File: src/rtl/pes_sensor_conditioner_pkg.sv
// Shared types and constants for the farm-road loop-detector conditioner.
// State encodings and default timing match those used by traffic_light.
package pes_sensor_conditioner_pkg;

  typedef enum logic [2:0] {
    ST_IDLE    = 3'd0,
    ST_ARM     = 3'd1,
    ST_PRESENT = 3'd2,
    ST_RELEASE = 3'd3,
    ST_FAULT   = 3'd4
  } state_e;

  localparam int TMR_W = 16;
  localparam logic [TMR_W-1:0] TMR_ONE = TMR_W'(1);

  localparam int DEF_ON_CYCLES    = 8;
  localparam int DEF_OFF_CYCLES   = 16;
  localparam int DEF_MIN_HOLD     = 32;
  localparam int DEF_STUCK_CYCLES = 4096;
  localparam int DEF_CNT_W        = 8;

  // Timers stick at all-ones rather than wrapping back to zero.
  function automatic logic [TMR_W-1:0] sat_inc(input logic [TMR_W-1:0] v);
    return (v == '1) ? v : v + TMR_ONE;
  endfunction

  function automatic logic drives_sensor(input state_e s);
    return (s == ST_PRESENT) || (s == ST_RELEASE) || (s == ST_FAULT);
  endfunction

endpackage

File: src/rtl/pes_sensor_conditioner_sync2.sv
// Two-flop synchroniser for the asynchronous loop detector input.
// Both stages clear to 0 under synchronous active-low reset.
module pes_sync2 (
  input  logic clk,
  input  logic rst_n,
  input  logic d,
  output logic q
);

  logic meta_q, meta_d;
  logic sync_q, sync_d;

  always_comb begin
    meta_d = d;
    sync_d = meta_q;
  end

  always_ff @(posedge clk) begin
    if (!rst_n) begin
      meta_q <= 1'b0;
      sync_q <= 1'b0;
    end else begin
      meta_q <= meta_d;
      sync_q <= sync_d;
    end
  end

  assign q = sync_q;

endmodule

File: src/rtl/pes_sensor_conditioner.sv
// Debounces the farm-road loop into a minimum-hold 'sensor' level, flags a
// stuck-on loop (forcing sensor high) and counts qualified arrivals.
//
//  state   | meaning
//  IDLE    | road clear, waiting for a synced-high sample
//  ARM     | loop high, counting toward a qualified vehicle
//  PRESENT | vehicle declared, minimum hold running
//  RELEASE | loop low after hold, counting toward road clear
//  FAULT   | loop stuck high, sensor forced on until loop stays low
module pes_sensor_conditioner
  import pes_sensor_conditioner_pkg::*;
#(
  parameter int ON_CYCLES    = DEF_ON_CYCLES,
  parameter int OFF_CYCLES   = DEF_OFF_CYCLES,
  parameter int MIN_HOLD     = DEF_MIN_HOLD,
  parameter int STUCK_CYCLES = DEF_STUCK_CYCLES,
  parameter int CNT_W        = DEF_CNT_W
) (
  input  logic             clk,
  input  logic             rst_n,
  input  logic             loop_raw,
  input  logic             clr_count,
  output logic             sensor,
  output logic             arrive_pulse,
  output logic [CNT_W-1:0] car_count,
  output logic             stuck_fault
);

  localparam logic [TMR_W-1:0] ON_C    = TMR_W'(ON_CYCLES);
  localparam logic [TMR_W-1:0] OFF_C   = TMR_W'(OFF_CYCLES);
  localparam logic [TMR_W-1:0] HOLD_C  = TMR_W'(MIN_HOLD);
  localparam logic [TMR_W-1:0] STUCK_C = TMR_W'(STUCK_CYCLES);
  localparam logic [CNT_W-1:0] CNT_MAX = '1;
  localparam logic [CNT_W-1:0] CNT_ONE = CNT_W'(1);

  logic loop_s;

  state_e           state_q, state_d;
  logic [TMR_W-1:0] on_tmr_q, on_tmr_d;
  logic [TMR_W-1:0] off_tmr_q, off_tmr_d;
  logic [TMR_W-1:0] hold_tmr_q, hold_tmr_d;
  logic [TMR_W-1:0] hi_tmr_q, hi_tmr_d;
  logic             sensor_q, sensor_d;
  logic             arrive_q, arrive_d;
  logic             fault_q, fault_d;
  logic [CNT_W-1:0] count_q, count_d;

  logic [TMR_W-1:0] on_inc, off_inc, hi_inc;
  logic             stuck_hit;

  pes_sync2 u_sync (
    .clk   (clk),
    .rst_n (rst_n),
    .d     (loop_raw),
    .q     (loop_s)
  );

  always_comb begin
    on_inc  = sat_inc(on_tmr_q);
    off_inc = sat_inc(off_tmr_q);
    hi_inc  = sat_inc(hi_tmr_q);

    state_d    = state_q;
    on_tmr_d   = on_tmr_q;
    off_tmr_d  = off_tmr_q;
    hold_tmr_d = hold_tmr_q;
    hi_tmr_d   = loop_s ? hi_inc : '0;

    // Stuck detection overrides whatever the normal state logic would do.
    stuck_hit = (state_q != ST_FAULT) && loop_s && (hi_inc >= STUCK_C);

    if (stuck_hit) begin
      state_d   = ST_FAULT;
      off_tmr_d = '0;
      hi_tmr_d  = '0;
    end else begin
      case (state_q)
        ST_IDLE: begin
          if (loop_s) begin
            state_d  = ST_ARM;
            on_tmr_d = TMR_ONE;
          end
        end
        ST_ARM: begin
          if (!loop_s) begin
            state_d  = ST_IDLE;
            on_tmr_d = '0;
          end else begin
            on_tmr_d = on_inc;
            if (on_inc >= ON_C) begin
              state_d    = ST_PRESENT;
              hold_tmr_d = '0;
            end
          end
        end
        ST_PRESENT: begin
          if (hold_tmr_q < HOLD_C) hold_tmr_d = sat_inc(hold_tmr_q);
          if (!loop_s && (hold_tmr_q >= HOLD_C)) begin
            state_d   = ST_RELEASE;
            off_tmr_d = TMR_ONE;
          end
        end
        ST_RELEASE: begin
          // A return of the loop here is the same vehicle: hold stays satisfied.
          if (loop_s) begin
            state_d = ST_PRESENT;
          end else begin
            off_tmr_d = off_inc;
            if (off_inc >= OFF_C) state_d = ST_IDLE;
          end
        end
        ST_FAULT: begin
          hi_tmr_d = '0;
          if (loop_s) begin
            off_tmr_d = '0;
          end else begin
            off_tmr_d = off_inc;
            if (off_inc >= OFF_C) state_d = ST_IDLE;
          end
        end
        default: state_d = ST_IDLE;
      endcase
    end

    sensor_d = drives_sensor(state_d);
    fault_d  = (state_d == ST_FAULT);
    arrive_d = (state_q == ST_ARM) && (state_d == ST_PRESENT);

    // Clear wins over a same-cycle arrival.
    if (clr_count)
      count_d = '0;
    else if (arrive_d && (count_q != CNT_MAX))
      count_d = count_q + CNT_ONE;
    else
      count_d = count_q;
  end

  always_ff @(posedge clk) begin
    if (!rst_n) begin
      state_q    <= ST_IDLE;
      on_tmr_q   <= '0;
      off_tmr_q  <= '0;
      hold_tmr_q <= '0;
      hi_tmr_q   <= '0;
      sensor_q   <= 1'b0;
      arrive_q   <= 1'b0;
      fault_q    <= 1'b0;
      count_q    <= '0;
    end else begin
      state_q    <= state_d;
      on_tmr_q   <= on_tmr_d;
      off_tmr_q  <= off_tmr_d;
      hold_tmr_q <= hold_tmr_d;
      hi_tmr_q   <= hi_tmr_d;
      sensor_q   <= sensor_d;
      arrive_q   <= arrive_d;
      fault_q    <= fault_d;
      count_q    <= count_d;
    end
  end

  assign sensor       = sensor_q;
  assign arrive_pulse = arrive_q;
  assign stuck_fault  = fault_q;
  assign car_count    = count_q;

endmodule

File: config.mk
export PLATFORM = sky130hd
export DESIGN_NAME = pes_sensor_conditioner
export DESIGN_NICKNAME = d
export VERILOG_FILES = /design/src/rtl/pes_sensor_conditioner_pkg.sv /design/src/rtl/pes_sensor_conditioner_sync2.sv /design/src/rtl/pes_sensor_conditioner.sv
export SDC_FILE = /design/constraint.sdc
export NUM_CORES = 1
export LEC_CHECK = 0
export ABC_AREA = 1
export CAP_MARGIN = 20
export CORE_UTILIZATION = 45
export CTS_BUF_LIST = sky130_fd_sc_hd__clkbuf_8
export DETAILED_ROUTE_END_ITERATION = 7
export MAX_ROUTING_LAYER = met4
export PLACE_DENSITY = 0.69
export SLEW_MARGIN = 10
export SYNTH_ARGS = -nofsm -noshare
export SYNTH_HDL_FRONTEND = slang
export SYNTH_SLANG_ARGS = --single-unit
File: constraint.sdc
create_clock -name clk -period 2.22 [get_ports clk]
set_input_delay 0.222 -clock clk [delete_from_list [all_inputs] [get_ports clk]]
set_output_delay 0.222 -clock clk [all_outputs]
set_load 0.02 [all_outputs]
==> results of run 1 <==
## worst max-delay path, cell delays in order (launching register included)
cell and delay [ps]:
dfxtp_4 380, ha_4 150, nand2_4 80, nor2_8 190, nand3_1 100, nand2_1 80, nand3_2 90, nor2_2 120
nand2_2 80, nor2_4 160, nand3_4 140, nand2_4 150, buf_6 130, nand2_1 50, a21oi_1 170
## layer usage
metal | up-vias | global-route usage
li1 | 2221 | -
met1 | 1971 | 0.2540
met2 | 64 | 0.3195
met3 | 15 | 0.03159
met4 | 0 | 0.07692
met5 | - | -
## worst max path at each step
stage          cells after the start                 startpoint  slack, ps                         end
2_1_floorplan                     14   on_tmr_q[0]$_SDFFE_PN0P_        230   car_count[0]$_SDFFE_PP0P_
3_3_place_gp                      13   on_tmr_q[1]$_SDFFE_PN0P_         20   car_count[5]$_SDFFE_PP0P_
3_5_place_dp                      13   on_tmr_q[1]$_SDFFE_PN0P_        -60   car_count[3]$_SDFFE_PP0P_
4_1_cts                           13   on_tmr_q[1]$_SDFFE_PN0P_          2   car_count[3]$_SDFFE_PP0P_
5_1_grt                           18  off_tmr_q[0]$_SDFFE_PP0P_        -50           sensor$_SDFF_PN0_
6_report                          14   on_tmr_q[1]$_SDFFE_PN0P_         80  hold_tmr_q[3]$_SDFFE_PN0P_
## Yosys cell counts, types with 3 or more instances
| master | number | area [sq um] |
|---|---|---|
| dfxtp_1 | 80 | 1602 |
| inv_2 | 6 | 22.52 |
| ha_1 | 6 | 75.07 |
| nor2_2 | 18 | 112.6 |
| nand3_1 | 48 | 240.2 |
| a22oi_1 | 6 | 45.04 |
| nor2_1 | 108 | 405.4 |
| clkbuf_1 | 3 | 11.26 |
| nor3_1 | 8 | 40.04 |
| buf_6 | 4 | 45.04 |
| a211oi_2 | 12 | 150.1 |
| xor2_1 | 21 | 183.9 |
| o21ai_1 | 4 | 20.02 |
| a21oi_1 | 29 | 145.1 |
| nor2_4 | 3 | 33.78 |
| nand4_1 | 12 | 75.07 |
| or2_2 | 3 | 18.77 |
| buf_2 | 4 | 20.02 |
| nand2_2 | 14 | 87.58 |
| o21ai_0 | 9 | 45.04 |
| nand2_1 | 160 | 600.6 |
| inv_1 | 66 | 247.7 |
| xnor2_1 | 8 | 70.07 |
| nand2_4 | 4 | 45.04 |
## what timing repair did
item / CTS / global route
pin swaps: 0 / 23
setup endpoints to repair: 21 / 48
endpoints found under the hold margin: 0 / 0
gates resized for setup: 3 / 67
setup buffers: 1 / 11
gates cloned: 0 / 1
## cell type report
| class | count | area, sq um | share of cell area |
|---|---|---|---|
| Multi-Input combinational cell | 499 | 2801 | 0.5075 |
| Sequential cell | 80 | 1637 | 0.2965 |
| Timing Repair Buffer | 47 | 427.9 | 0.07752 |
| Inverter | 74 | 277.8 | 0.05032 |
| Tap cell | 133 | 166.4 | 0.03015 |
| Clock buffer | 9 | 123.9 | 0.02244 |
| Clock inverter | 7 | 86.33 | 0.01564 |
## cell families after synthesis
kind of cell	after synthesis	synth area share
XOR/XNOR	29	0.05507
buffers and inverters	87	0.08275
AO/OA/AOI/OAI	66	0.1017
AND/OR/NAND/NOR	393	0.3961
adder cells (fa/ha/maj)	6	0.01628
other	1	0.0008131
flip-flops	80	0.3473
## metrics by stage
step	util	power, mW	instance area [sq um]	instances	TNS, ps
floorplan	-	1.720	4623	665	0
global placement	0.5085	1.790	5016	821	0
detailed placement	0.5085	1.796	5016	821	-460.5
CTS	0.5315	2.961	5243	838	0
global route	0.5596	3.057	5520	849	-554.8
finish	0.5596	2.937	5520	849	0
## report_power, final
group          total [mW]  switching, mW  leakage [nW]  internal (mW)
clock                1.15          0.528         0.116          0.626
sequential           1.50         0.0321         0.659           1.46
combinational       0.288          0.176          1.47          0.112
total                2.94          0.736          2.25           2.20
## flip-flops by register name, indices dropped and copies added (netlist names), 3 cells and up
name / flops
hi_tmr_q: 16
hold_tmr_q: 16
off_tmr_q: 16
on_tmr_q: 16
car_count: 8
state_q: 3
## cells in the final DEF, fill, tap and decap left out, types with 6 or more instances in the layout
cell / netlist / routed
a211oi_2: 12 / 12
a21oi_1: 29 / 27
a22oi_1: 6 / 6
buf_4: 1 / 27
clkbuf_8: 0 / 9
clkdlybuf4s50_1: 0 / 14
dfxtp_1: 80 / 60
dfxtp_2: 0 / 16
inv_1: 66 / 67
inv_2: 6 / 8
nand2_1: 160 / 156
nand2_2: 14 / 17
nand3_1: 48 / 46
nand4_1: 12 / 12
nor2_1: 108 / 93
nor2_2: 18 / 26
nor2_4: 3 / 10
nor3_1: 8 / 8
o21ai_0: 9 / 9
xnor2_1: 8 / 8
xor2_1: 21 / 21
==> key figures, run 1 <==
Placed design
  – RePlAce Congestion: between 0.9 and 1
  – Detailed Place HPWL: approximately 7300 microns
  – DP Worst Slack: -60.40 ps
  – Count of buffers from port buffering: 14

Clocking
  – Clk_lat worst skew: about 350 ps
  – Max Buffers Root-to-Sink: 2
  – H-tree depth: 3
  – TritonCTS buffer count: 9
  – CTS tree: yes
  – Post-CTS Hold Buffers: 0
  – Sink Count: 80
  – Worst-path clk slew: about 80 ps
  – Root buffer cell: clkbuf_8

Critical path
  – Critical path type: reg2reg
  – Flop2flop setup slack: ~78 ps
  – Worst r2r src: on_tmr_q[1]$_SDFFE_PN0P_
  – FF-to-FF End: hold_tmr_q[3]$_SDFFE_PN0P_
  – Reg2reg path depth: 14
  – Critical Path Source Type: flip-flop
  – Worst path required time: ~2500 ps
  – Worst-path maximum fanout: 7
  – Arr. time, crit path: approximately 2400 ps
  – CP endpoint kind: flip-flop

Timing
  – Slew Viols, Final: 0
  – Hold slack: about 390 ps
  – Final period utilization: 0.9650
  – Min Clock Period, post-route: 2142 ps
  – Final number of setup-violating endpoints: 0
  – Final setup margin: between 70 and 80 ps
  – Final Hold Fails: 0
  – Peak Freq: around 470 MHz
  – Final Skew: 8.329 ps
  – RSZ-0062 raised after global routing: true

Cells and area
  – # diodes: 0
  – Nets: between 700 and 800
  – Layout cells sized above 1: 0.2318
  – Area growth from synthesis to layout: 19.70%
  – Fillcell total: ~900

GRT
  – Initial antenna violation count: 0
  – First-pass GRT wire length: 16310 microns
  – Global route total overflow: 0
  – Largest net degree at the start of global routing: 15
  – Gr usage total: 0.1998
  – Vias in the first global route: 3762

Floorplan
  – Die X-Extent: about 100 microns
  – I/O pin count: 15
  – Starting Density: 0.4675
  – Row cnt: 36
  – Die height: 103.2 microns
  – Die area: between 10000 and 15000 sq um
  – Area of the core: about 9900 sq um

Route
  – DRC viols: 0
  – Top sig layer: met4
  – Met3 Routed Length: roughly 320 microns
  – Antenna-violating nets left: 0
  – Post-DR vias/cell: between 5 and 6
  – WL final: between 10000 and 15000 microns
  – Total number of vias: around 4300
  – WL met2: between 4000 and 5000 microns
  – Drt pass-1 iters: 4
  – Drt wl/cell: 12.01 microns
  – Met1 wire length: about 4700 microns
  – Starting DRT DRC Count: between 100 and 150

Logic synthesis
  – Most used flip-flop cell after synthesis: dfxtp_1
  – Post-Syn Area: about 4600 sq um
  – Yosys cell types: 44
  – Async set or reset register ratio after synthesis: 0
  – Sequential area share after synthesis: 0.3473
  – Number of synthesized flops with an enable pin: 0
  – Syn Inst Count: about 660
  – Synthesis Warnings: 0
  – Avg Inst Size Synth: roughly 7.0 sq um
  – Synth Register Bits: 80

Worst hold path
  – Worst hold stages: 3
  – Hold Crit Start: loop_raw
  – Min-delay worst type: in2reg
  – Min-Delay Endpoint: u_sync.meta_q$_SDFF_PN0_

Power and ir drop
  – Maximum vdd ir drop: ~0.45 mV
  – Reported leakage power: around 2.2 nW
  – Pwr Density: roughly 530 nW/um^2

Status
  – Status: complete, no violations

Flow run
  – Max-Cap Viols: 0
Power figures use the tool's default switching activity.
==> run 2: changes to the inputs <==
- CTS_BUF_LIST: sky130_fd_sc_hd__clkbuf_8 -> sky130_fd_sc_hd__clkbuf_4
- CTS_CLUSTER_DIAMETER: not set -> 40
- TNS_END_PERCENT: not set -> 10
==> run 2 against run 1 <==
Against the previous run: final area rose by 0.34%; clock skew rose by 7.1 ps; maximum frequency fell by 1.4%; sequential share of layout area barely moved.
==> key figures, run 2 (synthesized netlist as in run 1, its figures left out) <==
Timing
  – Peak Freq: 460.1 MHz (was 466.8 MHz)
  – RSZ-0062 raised after global routing: true (unchanged)
  – Final number of setup-violating endpoints: 0 (unchanged)
  – Final Hold Fails: 0 (unchanged)
  – Final Skew: 15.48 ps (was 8.329 ps)
  – Sum Neg Setup Slack: 0 ps (unchanged)
  – Min Clock Period, post-route: 2173 ps (was 2142 ps)
  – Slew Viols, Final: 0 (unchanged)
  – Final period utilization: 0.9790 (was 0.9650)

Cells and area
  – Multi-input logic area: 2843 sq um (was 2801 sq um)
  – Commonest non-fill, non-tap cell in the layout: nand2_1 (unchanged)
  – Nets: 724 (was 721)
  – Area growth from synthesis to layout: 20.10% (was 19.70%)
  – # diodes: 0 (unchanged)
  – Fillcell total: 906 (was 896)
  – Layout cells sized above 1: 0.2503 (was 0.2318)
  – Most frequent cells in the layout: 152 x nand2_1, 94 x nor2_1, 65 x inv_1, 59 x dfxtp_1, 44 x nand3_1 (was 156 x nand2_1, 93 x nor2_1, 67 x inv_1, 60 x dfxtp_1, 46 x nand3_1)
  – Final core occ: 0.5615 (was 0.5596)
  – FF/Latch Area: 1640 sq um (was 1637 sq um)

Clocking
  – Clk_lat worst skew: 430 ps (was 350 ps)
  – CTS tree: yes (unchanged)
  – TritonCTS buffer count: 9 (unchanged)
  – H-tree depth: 3 (unchanged)
  – Worst-path clk slew: 120 ps (was 80 ps)
  – Root buffer cell: clkbuf_4 (was clkbuf_8)
  – Sink Count: 80 (unchanged)
  – Post-CTS Hold Buffers: 0 (unchanged)
  – Max Buffers Root-to-Sink: 2 (unchanged)

Power and ir drop
  – Maximum vdd ir drop: 0.3488 mV (was 0.4481 mV)
  – Total chip power: 2.793 mW (was 2.937 mW)
  – Reported leakage power: 2.254 nW (was 2.246 nW)
  – Pwr Density: 504.3 nW/um^2 (was 532.1 nW/um^2)

Floorplan
  – Starting Density: 0.4675 (unchanged)
  – Die height: 103.2 microns (unchanged)
  – Die area: 10660 sq um (unchanged)
  – Die X-Extent: 103.2 microns (unchanged)
  – Row cnt: 36 (unchanged)
  – Area of the core: 9864 sq um (unchanged)
  – I/O pin count: 15 (unchanged)

Critical path
  – Arr. time, crit path: 2530 ps (was 2420 ps)
  – Crit-path max cell delay: 390 ps (was 380 ps)
  – CP most frequent cell: buf_6
  – CP endpoint kind: flip-flop (unchanged)
  – Worst path required time: 2570 ps (was 2490 ps)
  – CP top delay family: simple AND/OR/NAND/NOR gates (unchanged)
  – Worst-path maximum fanout: 7 (unchanged)
  – CP cell instances: buf_6 -> nand3_2 -> nor2_4 -> xor2_1 -> nand3_1 -> nor3_4 -> nand3_4 -> nand2_4 -> buf_6 -> nand2_1 -> a21oi_1 (was ha_4 -> nand2_4 -> nor2_8 -> nand3_1 -> nand2_1 -> nand3_2 -> nor2_2 -> nand2_2 -> nor2_4 -> nand3_4 -> nand2_4 -> buf_6 -> nand2_1 -> a21oi_1)
  – Critical path type: reg2reg (unchanged)
  – CP Buf/Inv Count: 2 (was 1)
  – Critical Path Source Type: flip-flop (unchanged)
  – Worst r2r src: on_tmr_q[0]$_SDFFE_PN0P_ (was on_tmr_q[1]$_SDFFE_PN0P_)
  – Crit path launch: on_tmr_q[0]$_SDFFE_PN0P_ (was on_tmr_q[1]$_SDFFE_PN0P_)
  – Slowest-stage cell, CP: dfxtp_4 (unchanged)

Placed design
  – RePlAce Congestion: 0.9618 (unchanged)
  – Detailed Place HPWL: 7285 microns (unchanged)
  – Count of buffers from port buffering: 14 (unchanged)

GRT
  – First-pass GRT wire length: 16520 microns (was 16310 microns)
  – Initial antenna violation count: 0 (unchanged)
  – Largest net degree at the start of global routing: 15 (unchanged)
  – Vias in the first global route: 3765 (was 3762)
  – Global route total overflow: 0 (unchanged)
  – Gr usage total: 0.2030 (was 0.1998)

Route
  – Starting DRT DRC Count: 155 (was 144)
  – WL final: 10460 microns (was 10200 microns)
  – Post-DR vias/cell: 5.029 (was 5.031)
  – Drt wl/cell: 12.28 microns (was 12.01 microns)
  – DRC viols: 0 (unchanged)
  – Drt pass-1 iters: 5 (was 4)
  – Total number of vias: 4285 (was 4271)
  – Antenna-violating nets left: 0 (unchanged)

Flow run
  – Max-Cap Viols: 0 (unchanged)

Worst hold path
  – Hold Crit Start: loop_raw (unchanged)
  – Min-delay worst type: in2reg (unchanged)

Status
  – Status: complete, no violations (unchanged)
run 2: cell types whose count changed in the layout (fill, tap and decap cells not counted), moves of 2 or more:
cell      change
nand2_2       +4
a21oi_1       -2
inv_1         -2
buf_4         +3
clkbuf_4     +11
a21oi_2       +2
nand3_1       -2
nand2_1       -4
clkbuf_8      -9
nand3_2       +2
run 2: timing repair:
action | CTS | global route
gates cloned | 1 | 0
pin swaps | 0 | 19
endpoints found under the setup margin | 23 | 49
setup buffers | 1 | 13
resized for setup | 4 | 77
run 2: layout make-up:
type / instances / share of cell area
flip-flops and latches: 80 / 0.2961
repair buffers: 50 / 0.08132
clock inverters: 5 / 0.01423
well taps: 133 / 0.03004
clock buffers: 11 / 0.01491
multi-input cells: 499 / 0.5132
inverters: 74 / 0.05015
run 2: per-stage QoR:
stage | cell area, sq um | cells | setup WS, ps | hold slack [ps]
final | 5539 | 852 | 46.64 | 310.1
after global routing | 5539 | 852 | -95.07 | 300.8
after CTS | 5206 | 839 | 5.402 | 274.2
after detailed placement | 5016 | 821 | -60.40 | 402.0
after global placement | 5016 | 821 | 21.34 | 404.0
after floorplan | 4623 | 665 | 232.6 | 319.6
run 2: worst min-delay path: stages:
cell and delay (ps):
clkdlybuf4s50_1 390, nand2_1 60, inv_1 30
run 2: power by group:
group | leakage, nW | switching (mW) | internal, mW
logic | 1.50 | 0.179 | 0.115
registers | 0.660 | 0.0320 | 1.46
clock network | 0.0912 | 0.519 | 0.483
total | 2.25 | 0.730 | 2.06
run 2: path summary, 6_finish.rpt:
| path | cells past startpoint | to | slack [ps] |
|---|---|---|---|
| max | 11 | hold_tmr_q[3]$_SDFFE_PN0P_ | 50 |
| min | 3 | u_sync.meta_q$_SDFF_PN0_ | 310 |
| max reg2reg | 11 | hold_tmr_q[3]$_SDFFE_PN0P_ | 50 |
| min reg2reg | 2 | u_sync.q$_SDFF_PN0_ | 430 |
run 2: routing by layer:
layer | part of all wire | routed length, microns | track usage
met5 | 0 | 0 | -
met4 | 0.020 | 212 | 0.07476
met3 | 0.035 | 368 | 0.04099
met2 | 0.49 | 5088 | 0.3231
met1 | 0.46 | 4794 | 0.2552
